## config.mk

```make
export PLATFORM = sky130hd
export DESIGN_NAME = pipeline_stall_controller_flat
export DESIGN_NICKNAME = d
export VERILOG_FILES = /design/src/rtl/pipeline_stall_controller_pkg.sv /design/src/rtl/pipeline_stall_controller_if.sv /design/src/rtl/pipeline_stall_controller_ex_multicycle_sequencer.sv /design/src/rtl/pipeline_stall_controller.sv /design/src/flat_wrapper.sv
export SDC_FILE = /design/constraint.sdc
export NUM_CORES = 1
export LEC_CHECK = 0
export CORE_MARGIN = 2
export CORE_UTILIZATION = 32
export DETAILED_ROUTE_END_ITERATION = 10
export PLACE_DENSITY = 0.59
export SYNTH_ARGS = -nofsm -noshare
export SYNTH_HDL_FRONTEND = slang
export SYNTH_SLANG_ARGS = --single-unit
```

## constraint.sdc

```tcl
create_clock -name clock -period 4.1 [get_ports clock]
set_clock_uncertainty 0.15 [all_clocks]
set_input_delay 0.615 -clock clock [delete_from_list [all_inputs] [get_ports clock]]
set_output_delay 0.615 -clock clock [all_outputs]
set_load 0.01 [all_outputs]
```

## src/rtl/pipeline_stall_controller_pkg.sv

```systemverilog
// Shared constants, state encoding and hold/bubble mask helpers for the
// pipeline stall controller. Optional feature macro: PIPELINE_STALL_COUNTER_EN.
package pipeline_stall_controller_pkg;

  // Level of the reset input that means "in reset".
  localparam logic RESET_ENABLE = 1'b1;

  // Stall-request stage indices, ordered by pipeline depth.
  localparam int STAGE_IF  = 0;
  localparam int STAGE_ID  = 1;
  localparam int STAGE_EX  = 2;
  localparam int STAGE_MEM = 3;

  // Latch bit positions: [0]=pc [1]=if_id [2]=id_ex [3]=ex_mem [4]=mem_wb.
  localparam int NUM_LATCHES = 5;
  typedef logic [NUM_LATCHES-1:0] latch_vec_t;

  // A flush keeps pc writable (redirect target) and zeroes every pipeline latch.
  localparam latch_vec_t FLUSH_BUBBLE = 5'b11110;

  typedef enum logic [1:0] {
    SEQ_IDLE = 2'd0,
    SEQ_BUSY = 2'd1,
    SEQ_DONE = 2'd2
  } seq_state_e;

  // depth = highest stalled stage + 1 (0 means nothing stalled).
  // Every latch upstream of and including the stalled stage holds.
  function automatic latch_vec_t stall_mask(input logic [2:0] depth);
    latch_vec_t m;
    m = '0;
    for (int i = 0; i < NUM_LATCHES; i++) begin
      m[i] = (i < int'(depth));
    end
    return m;
  endfunction

  // The latch just downstream of the stalled stage loads a bubble.
  function automatic latch_vec_t bubble_mask(input logic [2:0] depth);
    latch_vec_t m;
    m = '0;
    if ((depth != 3'd0) && (int'(depth) < NUM_LATCHES)) begin
      m[depth] = 1'b1;
    end
    return m;
  endfunction

endpackage

```

## src/rtl/pipeline_stall_controller_if.sv

```systemverilog
// Request/response bundle between the datapath and the stall controller.
// Optional feature macro (handled in the top): PIPELINE_STALL_COUNTER_EN.
interface pipeline_stall_controller_if #(
  parameter int CYCLE_WIDTH = 6
);
  import pipeline_stall_controller_pkg::*;

  logic                   if_stall_request;
  logic                   id_stall_request;
  logic                   mem_stall_request;
  logic                   flush_request;
  logic                   ex_multicycle_start;
  logic [CYCLE_WIDTH-1:0] ex_multicycle_cycles;
  latch_vec_t             stall;
  latch_vec_t             bubble;
  logic                   ex_multicycle_done;
  logic                   ex_busy;

  // Datapath side: raises requests, consumes hold/bubble controls.
  modport master (
    output if_stall_request, id_stall_request, mem_stall_request, flush_request,
           ex_multicycle_start, ex_multicycle_cycles,
    input  stall, bubble, ex_multicycle_done, ex_busy
  );

  // Controller side.
  modport slave (
    input  if_stall_request, id_stall_request, mem_stall_request, flush_request,
           ex_multicycle_start, ex_multicycle_cycles,
    output stall, bubble, ex_multicycle_done, ex_busy
  );

endinterface

```

## src/rtl/pipeline_stall_controller_ex_multicycle_sequencer.sv

```systemverilog
// Multi-cycle EX sequencer (mult/div into HI/LO): holds EX for max(N,1)+1
// cycles from the start cycle, then presents done until MEM lets ex_mem move.
// Optional feature macro (handled in the top): PIPELINE_STALL_COUNTER_EN.
//
//   state | meaning
//   IDLE  | no op in flight; a start stalls EX in its own cycle
//   BUSY  | op executing; EX held while the down-counter runs to 0
//   DONE  | result valid, HI/LO write allowed; held while MEM stalls
module ex_multicycle_sequencer
  import pipeline_stall_controller_pkg::*;
#(
  parameter int CYCLE_WIDTH = 6
) (
  input  logic                   clock,
  input  logic                   reset,
  input  logic                   start,
  input  logic [CYCLE_WIDTH-1:0] cycles,
  input  logic                   flush,
  input  logic                   mem_hold,
  output logic                   ex_stall_request,
  output logic                   done,
  output logic                   busy
);

  localparam logic [CYCLE_WIDTH-1:0] CNT_ONE = CYCLE_WIDTH'(1);

  seq_state_e             state_q, state_d;
  logic [CYCLE_WIDTH-1:0] count_q, count_d;

  // State and down-counter registers.
  always_ff @(posedge clock) begin
    if (reset == RESET_ENABLE) begin
      state_q <= SEQ_IDLE;
      count_q <= '0;
    end else begin
      state_q <= state_d;
      count_q <= count_d;
    end
  end

  // Next state, counter load/decrement and sequencer outputs.
  always_comb begin
    state_d          = state_q;
    count_d          = count_q;
    ex_stall_request = 1'b0;
    done             = 1'b0;
    busy             = (state_q != SEQ_IDLE);

    unique case (state_q)
      SEQ_IDLE: begin
        ex_stall_request = start;
        if (start) begin
          state_d = SEQ_BUSY;
          // N=0 is treated as a single-cycle op.
          count_d = (cycles == '0) ? '0 : (cycles - CNT_ONE);
        end
      end
      SEQ_BUSY: begin
        ex_stall_request = 1'b1;
        if (count_q == '0) begin
          state_d = SEQ_DONE;
        end else begin
          count_d = count_q - CNT_ONE;
        end
      end
      SEQ_DONE: begin
        done = 1'b1;
        // ex_mem cannot take the result yet; keep it presented.
        if (!mem_hold) begin
          state_d = SEQ_IDLE;
        end
      end
      default: begin
        state_d = SEQ_IDLE;
      end
    endcase

    if (flush) begin
      state_d = SEQ_IDLE;
      count_d = '0;
      done    = 1'b0;
    end
  end

endmodule

```

## src/rtl/pipeline_stall_controller.sv

```systemverilog
// Pipeline stall controller top: merges per-stage stall requests, the
// multi-cycle EX sequencer and flush into per-latch hold/bubble vectors.
// Optional feature macro: PIPELINE_STALL_COUNTER_EN adds a saturating
// count of cycles in which the pc latch was held (stall_cycle_count).
module pipeline_stall_controller
  import pipeline_stall_controller_pkg::*;
#(
  parameter int CYCLE_WIDTH = 6
`ifdef PIPELINE_STALL_COUNTER_EN
  , parameter int STAT_WIDTH = 32
`endif
) (
  input  logic                      clock,
  input  logic                      reset,
  pipeline_stall_controller_if.slave bus
`ifdef PIPELINE_STALL_COUNTER_EN
  , output logic [STAT_WIDTH-1:0]   stall_cycle_count
`endif
);

  logic       seq_ex_stall;
  logic       seq_done;
  logic       seq_busy;
  logic [2:0] depth;
  latch_vec_t stall_vec;
  latch_vec_t bubble_vec;
  logic       done_out;
  logic       busy_out;

  ex_multicycle_sequencer #(
    .CYCLE_WIDTH(CYCLE_WIDTH)
  ) u_seq (
    .clock            (clock),
    .reset            (reset),
    .start            (bus.ex_multicycle_start),
    .cycles           (bus.ex_multicycle_cycles),
    .flush            (bus.flush_request),
    .mem_hold         (bus.mem_stall_request),
    .ex_stall_request (seq_ex_stall),
    .done             (seq_done),
    .busy             (seq_busy)
  );

  // Highest stalled stage wins; flush overrides it; reset silences everything.
  always_comb begin
    depth = 3'd0;
    if (bus.mem_stall_request) begin
      depth = 3'(STAGE_MEM + 1);
    end else if (seq_ex_stall) begin
      depth = 3'(STAGE_EX + 1);
    end else if (bus.id_stall_request) begin
      depth = 3'(STAGE_ID + 1);
    end else if (bus.if_stall_request) begin
      depth = 3'(STAGE_IF + 1);
    end

    stall_vec  = stall_mask(depth);
    bubble_vec = bubble_mask(depth);
    done_out   = seq_done;
    busy_out   = seq_busy;

    if (bus.flush_request) begin
      stall_vec  = '0;
      bubble_vec = FLUSH_BUBBLE;
    end

    if (reset == RESET_ENABLE) begin
      stall_vec  = '0;
      bubble_vec = '0;
      done_out   = 1'b0;
      busy_out   = 1'b0;
    end
  end

  assign bus.stall              = stall_vec;
  assign bus.bubble             = bubble_vec;
  assign bus.ex_multicycle_done = done_out;
  assign bus.ex_busy            = busy_out;

`ifdef PIPELINE_STALL_COUNTER_EN
  localparam logic [STAT_WIDTH-1:0] STAT_ONE = STAT_WIDTH'(1);

  logic [STAT_WIDTH-1:0] stat_q, stat_d;

  // Count pc-held cycles, excluding flush cycles; stick at all-ones.
  always_comb begin
    stat_d = stat_q;
    if (stall_vec[0] && !bus.flush_request && !(&stat_q)) begin
      stat_d = stat_q + STAT_ONE;
    end
  end

  // Stall statistics register.
  always_ff @(posedge clock) begin
    if (reset == RESET_ENABLE) begin
      stat_q <= '0;
    end else begin
      stat_q <= stat_d;
    end
  end

  assign stall_cycle_count = stat_q;
`endif

endmodule
```

## src/flat_wrapper.sv

```systemverilog
// flat-port wrapper written by rule: the top's interface ports become plain ports
module pipeline_stall_controller_flat import pipeline_stall_controller_pkg::*;
#(
  parameter int CYCLE_WIDTH = 6

)
  (clock, reset, bus_if_stall_request, bus_id_stall_request, bus_mem_stall_request, bus_flush_request, bus_ex_multicycle_start, bus_ex_multicycle_cycles, bus_stall, bus_bubble, bus_ex_multicycle_done, bus_ex_busy);
  pipeline_stall_controller_if #(.CYCLE_WIDTH(CYCLE_WIDTH)) bus_i ();
  input  logic clock;
  input  logic reset;
  input wire logic [$bits(bus_i.if_stall_request)-1:0] bus_if_stall_request;
  input wire logic [$bits(bus_i.id_stall_request)-1:0] bus_id_stall_request;
  input wire logic [$bits(bus_i.mem_stall_request)-1:0] bus_mem_stall_request;
  input wire logic [$bits(bus_i.flush_request)-1:0] bus_flush_request;
  input wire logic [$bits(bus_i.ex_multicycle_start)-1:0] bus_ex_multicycle_start;
  input wire logic [$bits(bus_i.ex_multicycle_cycles)-1:0] bus_ex_multicycle_cycles;
  output wire logic [$bits(bus_i.stall)-1:0] bus_stall;
  output wire logic [$bits(bus_i.bubble)-1:0] bus_bubble;
  output wire logic [$bits(bus_i.ex_multicycle_done)-1:0] bus_ex_multicycle_done;
  output wire logic [$bits(bus_i.ex_busy)-1:0] bus_ex_busy;
  assign bus_i.if_stall_request = bus_if_stall_request;
  assign bus_i.id_stall_request = bus_id_stall_request;
  assign bus_i.mem_stall_request = bus_mem_stall_request;
  assign bus_i.flush_request = bus_flush_request;
  assign bus_i.ex_multicycle_start = bus_ex_multicycle_start;
  assign bus_i.ex_multicycle_cycles = bus_ex_multicycle_cycles;
  assign bus_stall = bus_i.stall;
  assign bus_bubble = bus_i.bubble;
  assign bus_ex_multicycle_done = bus_i.ex_multicycle_done;
  assign bus_ex_busy = bus_i.ex_busy;
  pipeline_stall_controller #(.CYCLE_WIDTH(CYCLE_WIDTH)) u_core (.clock(clock), .reset(reset), .bus(bus_i));
endmodule
```

# Word level (Yosys, flattened, before mapping)
# Index checks and enable logic that the tools add are counted.
[totals]
ff_bits = 8
input_bits = 13
out_inout_bits = 12
word_cells = 53
[classes]
n_addsub = 2
magnitude_cmp = 8
eq_ne = 6
muxes = 24
reduce_logical = 11
[op_table]
columns = ["operator", "count"]
rows = [
  ["$mux W5", 5],
  ["$mux W6", 3],
  ["$logic_not A6 Y1", 2],
  ["$pmux W6 S2", 1],
  ["$sub A6 B1 Y6 const B", 2],
  ["$mux W3", 3],
  ["$ne A2 B2 Y1 const B", 4],
  ["$lt A1 B3 Y1 const A", 2],
  ["$lt A2 B3 Y1 const A", 2],
  ["$mux W1", 6],
  ["$mux W2", 3],
  ["$pmux W2 S3", 1],
  ["$reduce_and A3 Y1", 2],
  ["$lt A3 B4 Y1 const B", 1],
  ["$reduce_bool A2 Y1", 2],
  ["$demux W1 S3", 1],
  ["$ge A3 B1 Y1 const B", 1],
  ["$lt A3 B3 Y1 const A", 1],
  ["$lt A3 B3 Y1 const B", 1],
  ["$reduce_bool A3 Y1", 1],
  ["$eq A2 B1 Y1 const B", 1],
  ["$eq A2 B2 Y1 const B", 1],
  ["$logic_and A1 B1 Y1", 2],
  ["$logic_not A2 Y1", 1],
  ["other kinds (2)", 2],
]

# Longest topological paths before layout
[depth]
depth_word = 11
ltp_mapped = 7
ltp_nobuf = 7

# Hierarchy
# Synthesis repeated with hierarchy kept, for this count alone.
[hier_totals]
hier_cells = 101
area_unflattened_um2 = 773.2
[modules_own_cells]
columns = ["module", "instances", "cells_each", "area_per_inst_um2", "seq_area_each_um2"]
rows = [
  ["ex_multicycle_sequencer", 1, 79, 649.4, 160.2],
  ["pipeline_stall_controller", 1, 22, 123.9, 0.0],
]

# Worst setup path before layout
# OpenSTA, ideal clock, no wires.
[synth_path]
path_kind = "input to output"
from = "in bus_flush_request"
to = "out bus_ex_multicycle_done"
arrival_ps = 1313
required_ps = 3335
slack_ps = 2022
stages = 3
n_path_buf = 1
cell_sequence = "or2_1 clkbuf_1 nor3b_1"
[synth_between]
elab_chain_cells = 2
[synth_lines]
columns = ["element", "line_no", "rtl"]
rows = [
  ["from (decl)", "flat_wrapper.sv:14", "input wire logic [$bits(bus_i.flush_request)-1:0] bus_flush_request;"],
  ["$mux W1", "pipeline_stall_controller_ex_multicycle_sequencer.sv:78", "if (flush) begin"],
  ["$mux W1", "pipeline_stall_controller.sv:67", "if (reset == RESET_ENABLE) begin"],
  ["to (decl)", "flat_wrapper.sv:19", "output wire logic [$bits(bus_i.ex_multicycle_done)-1:0] bus_ex_multicycle_done;"],
]
# Every way passes these cells.

# Final worst setup path
[layout_path]
from = "in reset"
to = "out bus_ex_multicycle_done"
[layout_between]
elab_chain_cells = 1
[layout_lines]
columns = ["element", "line_no", "rtl"]
rows = [
  ["from (decl)", "flat_wrapper.sv:10", "input logic reset;"],
  ["$mux W1", "pipeline_stall_controller.sv:67", ""],
]
# Every way passes these cells.

==> metrics <==
main combinational cell family by area after synthesis simple AND/OR/NAND/NOR gates; nets approximately 150; Mean Syn Cell Area 6.821 um^2; Final min period slightly above 3 ns; setup TNS 0 ns; Mapped Area 709.4 um^2; CTS root buffer clkbuf_4; GRT Total Usage between 10% and 20%; CP startpoint kind primary input; PortBufs 22; cts hold-fix bufs 0; Initial Util 33.02%; DP Worst Slack 1.054 ns; RSZ-0062 raised after global routing no; Pleak just under 0.4 nW; Max Cap Viol 0; dpl cells approximately 150; area growth from synthesis to layout 36.33%; die area between 0.002 and 0.003 mm^2; Data required, critical path around 3.3 ns; Crit. End Element output port; Post-Layout Cell Count approximately 150; Tot Pwr 0.2281 mW; Placed Area ~940 um^2; Sequential cell area around 160 um^2; post-synthesis compound-gate area fraction a little over a fifth; Hold WS ~0.32 ns; number of global-route vias before repair around 660; most frequent cells in the layout 22 x nor2_1, 22 x clkdlybuf4s50_1, 9 x inv_1; WS Path Type in -> out; Ports 25; CTS tree yes; Final ANT Viol Nets 0; hpwl dp 1.311 mm; Detailed Route Iter0 Violations 1; xor/xnor share of the synthesized area 3.704%; Clock transition at path regs ~0.05 ns; Antenna diodes 0; placer congestion estimate 0.7273; Final Instance Area 967.2 um^2; H-tree depth 1; post-synthesis mux area share 0%; Num CTS Buffers 3; Die H about 51 um; critical-path maximum fanout 8; status finished, final reports clean; Post-CTS Setup Bufs 0; Worst EP arrival 2.29 ns; vias per cell slightly below 5; gr ovfl total 0; Wirelength per Cell approximately 11 um; std cell rows 17; Post-Synth Simple-Gate Area between 30 and 40%; Gate Count Post-Synth roughly 100; Die X-Extent approximately 51 um; Multi-input gate area approximately 500 um^2; post-synthesis sequential area ratio 22.57%; vias around 740; Power per Cell Area approximately 240 mW/mm^2; final setup fails 0; first-pass GRT wire length between 2 and 3 mm; share of layout cells above drive strength 1 7.143%; CTS resizes 0; number of library cell types mapped by synthesis 36; period utilization between 70% and 80%; pin count of the biggest net entering global routing 15; Max IR drop VDD 0.00009838 V; DRC violations left 0; Util after Layout around 45%; initial antenna violation count 0; Final WS setup 1.048 ns; post-synthesis adder-cell area fraction under 10%; DR pass1 iterations 3; CTS sink cnt 8; Hold Crit Class reg -> reg; routed wire length about 1.6 mm; Core Region ~0.0021 mm^2; Max Root-Sink Buffers 2; flops & latches, synth 8; Clock Latency Late Sink 0.26 ns; maximum clock rate approximately 0.33 GHz; max-slew violations 0; Synth Warn # 0; filler cell count ~240; Final Hold Vio Count 0
==> power by group <==
group | internal (mW) | switching (mW) | leakage (nW)
logic | 0.0396 | 0.0405 | 0.319
clock network | 0.0336 | 0.0287 | 0.0138
registers | 0.0817 | 0.00402 | 0.0652
==> sequential cells by signal, summed over array words and instances, names as in the netlist <==
register / flops
u_core.u_seq.state_q: 2
u_core.u_seq.count_q: 6
==> Yosys cell counts (all sizes together) <==
master,count,area (um^2)
a211oi,1,7.510
nor2,22,82.58
dfxtp,8,160.2
nand2,5,18.77
buf,3,20.01
ha,4,50.05
or2,2,12.52
nor3b,2,15.01
nand2b,2,12.51
nand3,5,25.02
nand3b,2,15.01
inv,9,33.78
a2111oi,1,8.760
nor3,5,30.03
and2,2,15.02
a31oi,1,6.260
conb,1,3.750
a41oi,1,8.760
a21oi,10,65.07
xor2,1,8.760
o21bai,1,7.510
xnor2,2,17.52
nor4,1,6.260
and3b,1,8.760
clkbuf,1,3.750
a2bb2oi,1,8.760
nor2b,1,6.260
or4,1,11.26
o21ai,8,40.04
==> path summary, 6_finish.rpt <==
kind,cells after the start,from,slack (ns),end
max,4,reset,1.05,bus_ex_multicycle_done
min,2,u_core.u_seq.count_q[5],0.32,u_core.u_seq.count_q[5]
max reg2reg,6,u_core.u_seq.count_q[0],2.39,u_core.u_seq.count_q[4]
min reg2reg,2,u_core.u_seq.count_q[5],0.32,u_core.u_seq.count_q[5]
==> final cells by class <==
class	count	area share [%]
inverter	9	3.493
tap	28	3.622
clock buffer	3	2.329
sequential	8	16.56
timing repair buffer	22	22.77
multi-input combinational	84	51.23
==> layer usage <==
layer  GRT usage, %  wire length [um]  part of all wire, %  up-vias
met5              0                 0                    0        -
met4          10.81                49                  3.0        0
met3          1.754               109                  6.6        5
met2          26.62               787                   48       27
met1          14.31               701                   43      315
li1               -                 -                    -      397
==> cell families after synthesis <==
kind of cell | Yosys count
other cells | 1
flops | 8
compound gates | 24
fa+ha+maj | 4
buf+inv | 13
xor+xnor | 3
simple gates | 51
==> critical path: stages <==
cell and delay, ns:
clkdlybuf4s50_1 0.52, or2_1 0.37, nor3b_1 0.22, clkdlybuf4s50_1 0.56
No activity file was read; power rests on OpenSTA's default activity.
